<file path="config.mk">
export PLATFORM = sky130hd
export DESIGN_NAME = conv_window_mac_flat
export DESIGN_NICKNAME = d
export VERILOG_FILES = /design/src/rtl/conv_window_mac_pkg.sv /design/src/rtl/conv_window_mac_if.sv /design/src/rtl/conv_window_mac_mac_sat_stage.sv /design/src/rtl/conv_window_mac.sv /design/src/flat_wrapper.sv
export SDC_FILE = /design/constraint.sdc
export NUM_CORES = 1
export LEC_CHECK = 0
export CAP_MARGIN = 25
export CORE_UTILIZATION = 60
export CTS_CLUSTER_DIAMETER = 100
export DETAILED_ROUTE_END_ITERATION = 6
export PLACE_DENSITY_LB_ADDON = 0.2
export SLEW_MARGIN = 20
export SYNTH_ARGS = -nofsm -noshare
export SYNTH_HDL_FRONTEND = slang
export SYNTH_SLANG_ARGS = --single-unit
</file>
<file path="constraint.sdc">
create_clock -name clk -period 12.3 [get_ports clk]
set_clock_uncertainty 0.05 [all_clocks]
set_input_delay 1.23 -clock clk [delete_from_list [all_inputs] [get_ports clk]]
set_output_delay 1.23 -clock clk [all_outputs]
set_load 0.01 [all_outputs]
</file>
<file path="src/rtl/conv_window_mac_pkg.sv">
// Shared CNN package: Q-format constant, default memory/datapath widths,
// FSM state encoding and the saturate-to-pixel-width helper.
package conv_window_mac_pkg;

   localparam int fracBits = 8;
   localparam int DATA_W   = 16;
   localparam int ADDR_W   = 4;
   localparam int NUM_W    = 9;
   localparam int ACC_W    = 2*DATA_W+4;

   typedef logic [1:0] state_t;

   localparam state_t S_IDLE  = 2'd0;
   localparam state_t S_RUN   = 2'd1;
   localparam state_t S_DRAIN = 2'd2;
   localparam state_t S_DONE  = 2'd3;

   // Clamp a wide signed value into the signed pixel range.
   function automatic logic signed [DATA_W-1:0] sat_data(
      input logic signed [ACC_W-1:0] v
   );
      logic signed [ACC_W-1:0] hi;
      logic signed [ACC_W-1:0] lo;
      hi = {{(ACC_W-DATA_W+1){1'b0}}, {(DATA_W-1){1'b1}}};
      lo = {{(ACC_W-DATA_W+1){1'b1}}, {(DATA_W-1){1'b0}}};
      if (v > hi)
         return hi[DATA_W-1:0];
      else if (v < lo)
         return lo[DATA_W-1:0];
      else
         return v[DATA_W-1:0];
   endfunction

endpackage

</file>
<file path="src/rtl/conv_window_mac_if.sv">
// Window MAC bus: start/config from the loader, RAM read port, result.
// master = loader + RAM side, slave = conv_window_mac.
interface conv_window_mac_if #(
   parameter int addressWidthImg = conv_window_mac_pkg::ADDR_W,
   parameter int dataWidthImg    = conv_window_mac_pkg::DATA_W
);

   logic                       start;
   logic                       relu_en;
   logic [dataWidthImg-1:0]    bias;
   logic [addressWidthImg-1:0] raddr;
   logic [dataWidthImg-1:0]    img_rdata;
   logic [dataWidthImg-1:0]    w_rdata;
   logic                       busy;
   logic [dataWidthImg-1:0]    result;
   logic                       result_valid;

   modport master (
      output start, relu_en, bias, img_rdata, w_rdata,
      input  raddr, busy, result, result_valid
   );

   modport slave (
      input  start, relu_en, bias, img_rdata, w_rdata,
      output raddr, busy, result, result_valid
   );

endinterface

</file>
<file path="src/rtl/conv_window_mac_mac_sat_stage.sv">
// Product register, accumulator and shift/ReLU/saturate result stage.
// Ports: clk, rst, i_load/i_bias/i_relu_en, i_mul_en, i_fin, i_img, i_w, o_result.
module mac_sat_stage
   import conv_window_mac_pkg::*;
#(
   parameter int dataWidthImg = conv_window_mac_pkg::DATA_W,
   parameter int fracBits     = conv_window_mac_pkg::fracBits
) (
   input  logic                    clk,
   input  logic                    rst,
   input  logic                    i_load,
   input  logic [dataWidthImg-1:0] i_bias,
   input  logic                    i_relu_en,
   input  logic                    i_mul_en,
   input  logic                    i_fin,
   input  logic [dataWidthImg-1:0] i_img,
   input  logic [dataWidthImg-1:0] i_w,
   output logic [dataWidthImg-1:0] o_result
);

   localparam int PW = 2*dataWidthImg;
   localparam int AW = 2*dataWidthImg+4;

   logic signed [PW-1:0]           r_prod;
   logic                           r_prod_vld;
   logic signed [AW-1:0]           r_acc;
   logic                           r_relu;
   logic [dataWidthImg-1:0]        r_result;

   logic signed [PW-1:0]           w_prod;
   logic signed [AW-1:0]           w_prod_ext;
   logic signed [AW-1:0]           w_bias_ext;
   logic signed [AW-1:0]           w_sum;
   logic signed [AW-1:0]           w_shift;
   logic signed [AW-1:0]           w_relu;

   assign w_prod = $signed(i_img) * $signed(i_w);

   assign w_prod_ext = $signed({{(AW-PW){r_prod[PW-1]}}, r_prod});

   // Bias is aligned to the product scale (Q x Q) before accumulating.
   assign w_bias_ext = $signed({{(AW-dataWidthImg-fracBits){i_bias[dataWidthImg-1]}},
                                i_bias, {fracBits{1'b0}}});

   assign w_sum   = r_acc + w_prod_ext;
   assign w_shift = w_sum >>> fracBits;
   assign w_relu  = (r_relu && w_shift[AW-1]) ? '0 : w_shift;

   always_ff @(posedge clk) begin
      if (rst) begin
         r_prod     <= '0;
         r_prod_vld <= 1'b0;
         r_acc      <= '0;
         r_relu     <= 1'b0;
         r_result   <= '0;
      end else begin
         r_prod_vld <= i_mul_en;
         if (i_mul_en)
            r_prod <= w_prod;
         if (i_load) begin
            r_acc  <= w_bias_ext;
            r_relu <= i_relu_en;
         end else if (r_prod_vld) begin
            r_acc <= w_sum;
         end
         // The drain cycle folds in the last product while forming the result.
         if (i_fin)
            r_result <= sat_data(w_relu);
      end
   end

   assign o_result = r_result;

endmodule

</file>
<file path="src/rtl/conv_window_mac.sv">
// 3x3 window dot product + bias with optional ReLU and saturation.
// Ports: clk, rst (sync, active-high), bus (conv_window_mac_if.slave).
module conv_window_mac
   import conv_window_mac_pkg::*;
#(
   parameter int numWeightImg    = conv_window_mac_pkg::NUM_W,
   parameter int addressWidthImg = conv_window_mac_pkg::ADDR_W,
   parameter int dataWidthImg    = conv_window_mac_pkg::DATA_W,
   parameter int fracBits        = conv_window_mac_pkg::fracBits
) (
   input  logic              clk,
   input  logic              rst,
   conv_window_mac_if.slave  bus
);

   state_t                     r_state;
   logic [addressWidthImg-1:0] r_cnt;

   logic w_accept;
   logic w_last;

   assign w_accept = (r_state == S_IDLE) && bus.start;
   assign w_last   = (r_cnt == addressWidthImg'(numWeightImg-1));

   always_ff @(posedge clk) begin
      if (rst) begin
         r_state <= S_IDLE;
         r_cnt   <= '0;
      end else begin
         unique case (r_state)
            S_IDLE: begin
               if (bus.start) begin
                  r_state <= S_RUN;
                  r_cnt   <= '0;
               end
            end
            S_RUN: begin
               if (w_last) begin
                  r_state <= S_DRAIN;
                  r_cnt   <= '0;
               end else begin
                  r_cnt <= r_cnt + addressWidthImg'(1);
               end
            end
            S_DRAIN: r_state <= S_DONE;
            S_DONE:  r_state <= S_IDLE;
         endcase
      end
   end

   assign bus.raddr        = r_cnt;
   assign bus.busy         = (r_state != S_IDLE);
   assign bus.result_valid = (r_state == S_DONE);

   mac_sat_stage #(
      .dataWidthImg (dataWidthImg),
      .fracBits     (fracBits)
   ) u_mac (
      .clk       (clk),
      .rst       (rst),
      .i_load    (w_accept),
      .i_bias    (bus.bias),
      .i_relu_en (bus.relu_en),
      .i_mul_en  (r_state == S_RUN),
      .i_fin     (r_state == S_DRAIN),
      .i_img     (bus.img_rdata),
      .i_w       (bus.w_rdata),
      .o_result  (bus.result)
   );

endmodule

</file>
<file path="src/flat_wrapper.sv">
// flat-port wrapper written by rule: the top's interface ports become plain ports
module conv_window_mac_flat import conv_window_mac_pkg::*;
#(
   parameter int numWeightImg    = conv_window_mac_pkg::NUM_W,
   parameter int addressWidthImg = conv_window_mac_pkg::ADDR_W,
   parameter int dataWidthImg    = conv_window_mac_pkg::DATA_W,
   parameter int fracBits        = conv_window_mac_pkg::fracBits
)
  (clk, rst, bus_start, bus_relu_en, bus_bias, bus_img_rdata, bus_w_rdata, bus_raddr, bus_busy, bus_result, bus_result_valid);
  conv_window_mac_if #(.addressWidthImg(addressWidthImg), .dataWidthImg(dataWidthImg)) bus_i ();
  input  logic clk;
  input  logic rst;
  input wire logic [$bits(bus_i.start)-1:0] bus_start;
  input wire logic [$bits(bus_i.relu_en)-1:0] bus_relu_en;
  input wire logic [$bits(bus_i.bias)-1:0] bus_bias;
  input wire logic [$bits(bus_i.img_rdata)-1:0] bus_img_rdata;
  input wire logic [$bits(bus_i.w_rdata)-1:0] bus_w_rdata;
  output wire logic [$bits(bus_i.raddr)-1:0] bus_raddr;
  output wire logic [$bits(bus_i.busy)-1:0] bus_busy;
  output wire logic [$bits(bus_i.result)-1:0] bus_result;
  output wire logic [$bits(bus_i.result_valid)-1:0] bus_result_valid;
  assign bus_i.start = bus_start;
  assign bus_i.relu_en = bus_relu_en;
  assign bus_i.bias = bus_bias;
  assign bus_i.img_rdata = bus_img_rdata;
  assign bus_i.w_rdata = bus_w_rdata;
  assign bus_raddr = bus_i.raddr;
  assign bus_busy = bus_i.busy;
  assign bus_result = bus_i.result;
  assign bus_result_valid = bus_i.result_valid;
  conv_window_mac #(.numWeightImg(numWeightImg), .addressWidthImg(addressWidthImg), .dataWidthImg(dataWidthImg), .fracBits(fracBits)) u_core (.clk(clk), .rst(rst), .bus(bus_i));
endmodule
</file>
Word level (Yosys, flattened, before mapping):

Cells that the tools add are included.
W data, S select, Z words.

* output and inout port bits: 22
* register bits after elaboration: 92

* order comparisons: 2
* muxes and demuxes: 11
* reduce and logical (&&, ||, !) cells: 9
* eq/ne operators: 6
* multiply operators: 1
* add/sub/neg operators: 2

Operators by type and width (count)
* $mux W36: 3
* $add A36 B32 Y36: 1
* $gt A36 B16 Y1 const B: 1
* $lt A36 B16 Y1 const B: 1
* $mul A16 B16 Y32: 1
* $mux W16: 2
* $mux W4: 2
* $pmux W2 S4: 1
* $pmux W4 S2: 1
* $reduce_bool A2 Y1: 3
* $add A4 B1 Y4 const B: 1
* $eq A2 B2 Y1 const B: 2
* $eq A4 B4 Y1 const B: 1
* $mux W2: 2
* $reduce_and A2 Y1: 2
* $eq A2 B1 Y1 const B: 1
* $logic_and A1 B1 Y1: 2
* $logic_not A2 Y1: 1
* $ne A2 B1 Y1 const B: 1
* $ne A2 B2 Y1 const B: 1
* $reduce_or A2 Y1: 1

Depth between registers and ports, before layout:

* depth after elaboration: 6
* mapped depth: 26
* depth with buffers taken out: 25

Cells and area by module:

From an unflattened synthesis, not the netlist that was laid out.

* cells, all modules: 1863
* area, all modules: 16035.4 µm²

By module, submodules not included
* mac_sat_stage: instances 1, area an instance 15650.0 µm², cells each 1819
* conv_window_mac: instances 1, area an instance 385.4 µm², cells each 44

Worst setup path before layout:

Ideal clock, no wire load.

* path kind: input -> register
* start point: input bus_img_rdata[7]
* end point: register u_core.u_mac.r_prod[28]
* cell stages on the path: 25
* data arrival time: 6.804 ns
* setup slack: 5.318 ns
* library setup time: 0.128 ns
* cells stage by stage: clkbuf_1 -> nand2_1 -> fa_1 -> inv_1 -> fa_1 -> inv_1 -> fa_1 -> inv_1 -> fa_1 -> fa_1 -> inv_1 -> fa_1 -> inv_1 -> ha_1 -> a21o_1 -> a21oi_1 -> o21bai_1 -> a21o_1 -> a21oi_1 -> o21ai_0 -> a31o_2 -> a41o_1 -> xor2_1 -> mux2i_1 -> nor2_1

* longest elaborated chain between the ends: 1

RTL lines
* start: declaration: line flat_wrapper.sv:16 `input wire logic [$bits(bus_i.img_rdata)-1:0] bus_img_rdata;`
* $mul A16 B16 Y32: line conv_window_mac_mac_sat_stage.sv:37 `assign w_prod = $signed(i_img) * $signed(i_w);`
* end signal: assignment: line conv_window_mac_mac_sat_stage.sv:59 `r_prod <= w_prod;`
* end: declaration: line conv_window_mac_mac_sat_stage.sv:24 `logic signed [PW-1:0] r_prod;`

Every way passes these cells.
A chain may end at the register's enable or synchronous reset.

Worst setup path in the final report:

* start point: input bus_img_rdata[8]
* end point: register u_core.u_mac.r_prod[29]

The elaborated chain is that of the path after synthesis.

==> qor.txt <==
Num CTS Buffers: 9
Fin. Hold Viols: 0
Mapped Nets: 2294
largest net degree at the start of global routing: 90
Initial Util: 0.613
CORE AREA: 0.0261 mm²
EDFF count, synth: 0
Rel. slew slack: 0.371
post-synthesis cell count: 1856
Tcrit/Tclk final: 0.657
Critical Path Max Stage Delay: 0.76 ns
Avg Cell Area, Syn: 8.61 µm²
Final Max Tran Viols: 0
routed via count: 12400
Routed Antenna Nets: 0
postcts setup bufs: 0
DIE AREA: 0.0273 mm²
max cap viols: 0
CP max FO: 16
Via density: 5.61
most common cell after layout, fill and taps aside: inv_1
Synth-to-Final Area Change: 7.56%
Min Clock Period, post-route: 8.08 ns
ys flop type: dfxtp_1
Cell Count, Final, Fillers Out: 2210
WL final: 36300 µm
status: completed
clk buf depth: 2
crit end category: flip-flop
layout cells sized above 1: 0.0368
CTS HTree Levels: 3
synthesized cell area: 0.0160 mm²
I/O Buffers: 73
Worst Hold Class: reg2reg
initial antenna violation count: 0
critical path's slowest cell: clkdlybuf4s50_1
Residual DRC: 0
DP Cell Count: 2194
final setup vio count: 0
CP most frequent cell: fa_1
worst skew pair latency: 0.34 ns
Die Ht: 165 µm
Netlist cell types: 71
GR Util All Layers: 0.288
worst endpoint required time: 12.49 ns
CTS sink cnt: 92
most frequent cells in the layout: 356 x inv_1, 263 x fa_1, 171 x nand2_1
fmax: 0.124 GHz
crit path launch type: input port
gr ovfl total: 0
Slew @ Worst Pin: 0.938 ns
gpl congestion: 0.886
CTS tree: yes
io pins: 74
HPWL Detailed: 29100 µm
Final Util: 0.659
critical-path cell list: clkdlybuf4s50_1 -> and2_1 -> fa_1 -> inv_1 -> fa_1 -> fa_1 -> inv_1 -> fa_1 -> fa_1 -> inv_1 -> fa_1 -> inv_1 -> ha_1 -> and3_1 -> nand2_1 -> o31ai_1 -> a21oi_1 -> a311oi_1 -> a21boi_0 -> nor2_1 -> o21ai_0 -> o311ai_0
Post-CTS Resized: 0
Fill cells: 2245
Core Rows: 59
average routed wire per standard cell: 16.4 µm
Yosys warnings: 0
Clock transition at path regs: 0.07 ns
antenna cells: 0
Register Area: 0.00184 mm²
RSZ-0062 raised after global routing: no
CP Class: in2reg
total negative slack: 0 ns
chip width: 165 µm
synthesized flop and latch total: 92
clock root buffer: clkbuf_16
DRT iter0 DRCs: 762
first-pass GRT wire length: 61600 µm
Final #Nets: 2308
multi-input logic area: 0.0125 mm²
Async S/R FF share, synth: 0
crit path DAT: 8.27 ns
drt first pass iters: 5
Seq/Total Area, Yosys: 0.115
CTS hold repair buffers: 0
number of global-route vias before repair: 13000
[final timing paths]
path | start | endpoint | slack (ns) | cells past startpoint
min | u_core.u_mac.r_acc[4]$_SDFFE_PP0P_ | u_core.u_mac.r_acc[4]$_SDFFE_PP0P_ | 0.42 | 2
max | bus_img_rdata[8] | u_core.u_mac.r_prod[29]$_SDFFE_PP0P_ | 4.22 | 22
min reg2reg | u_core.u_mac.r_acc[4]$_SDFFE_PP0P_ | u_core.u_mac.r_acc[4]$_SDFFE_PP0P_ | 0.42 | 2
max reg2reg | u_core.u_mac.r_prod[13]$_SDFFE_PP0P_ | u_core.u_mac.o_result[3]$_SDFFE_PP0P_ | 7.91 | 12
[cell type report]
class / count / area share
multi-input combinational: 1331 / 0.727
sequential: 92 / 0.107
inverter: 356 / 0.0778
timing repair buffer: 80 / 0.0453
tap: 335 / 0.0244
clock buffer: 11 / 0.0147
clock inverter: 5 / 0.00350
[logic make-up after synthesis]
kind of cell | synth area share
XOR/XNOR | 0.0382
buffers and inverters | 0.103
flip-flops | 0.115
adder cells (fa/ha/maj) | 0.426
multiplexers | 0.0338
AO/OA/AOI/OAI | 0.105
AND/OR/NAND/NOR | 0.178
[stage by stage]
step                hold slack, ns  setup slack, ns  instance area [µm²]
global route                 0.453             3.77                17200
finish                       0.419             4.22                17200
global placement             0.403             4.07                16900
floorplan                    0.390             5.32                16000
detailed placement           0.413             3.96                16900
CTS                          0.421             4.29                17200
[critical path: cells and delay by family]
family,cells,cell delay (ns)
buf+inv,5,0.96
fa+ha+maj,7,3.39
simple gates,4,0.76
compound gates,6,1.92
[metal layers]
metal	vias to the layer above	global-route usage	wire [µm]
met2	297	0.515	18500
li1	5879	-	-
met4	0	0.108	1180
met3	72	0.0300	1660
met5	-	0	0
met1	6161	0.358	15000
[state kept, by name, summed over array words and instances (netlist names)]
name                     count
u_core.u_mac.r_acc          36
u_core.bus.raddr             4
u_core.u_mac.o_result       16
u_core.r_state               2
u_core.u_mac.r_prod         32
u_core.u_mac.r_relu          1
u_core.u_mac.r_prod_vld      1
[synthesized netlist by cell type, types with 5 or more instances]
| cell | instances | share of area |
|---|---|---|
| o21bai_1 | 10 | 0.0047 |
| or2_2 | 21 | 0.0082 |
| xnor2_1 | 45 | 0.025 |
| ha_1 | 123 | 0.096 |
| nand2b_1 | 19 | 0.0074 |
| nand3_1 | 33 | 0.010 |
| buf_1 | 9 | 0.0021 |
| o21a_1 | 7 | 0.0033 |
| o221ai_1 | 16 | 0.0088 |
| and2_1 | 137 | 0.054 |
| a21o_1 | 28 | 0.013 |
| o21ai_0 | 38 | 0.012 |
| nor3_1 | 20 | 0.0063 |
| nand2_1 | 171 | 0.040 |
| o211ai_1 | 5 | 0.0024 |
| nand4_1 | 10 | 0.0039 |
| nor2b_1 | 8 | 0.0031 |
| mux2i_1 | 54 | 0.034 |
| a31oi_1 | 6 | 0.0024 |
| buf_2 | 8 | 0.0025 |
| and3_1 | 7 | 0.0027 |
| nor2_1 | 124 | 0.029 |
| clkbuf_1 | 59 | 0.014 |
| fa_1 | 263 | 0.33 |
| dfxtp_1 | 92 | 0.12 |
| a21oi_1 | 77 | 0.024 |
| xor2_1 | 21 | 0.012 |
| a211oi_1 | 24 | 0.011 |
| inv_1 | 356 | 0.084 |
Power is not shown: default switching activity piles up to over one toggle a cycle in this logic, so the estimate is an artifact.
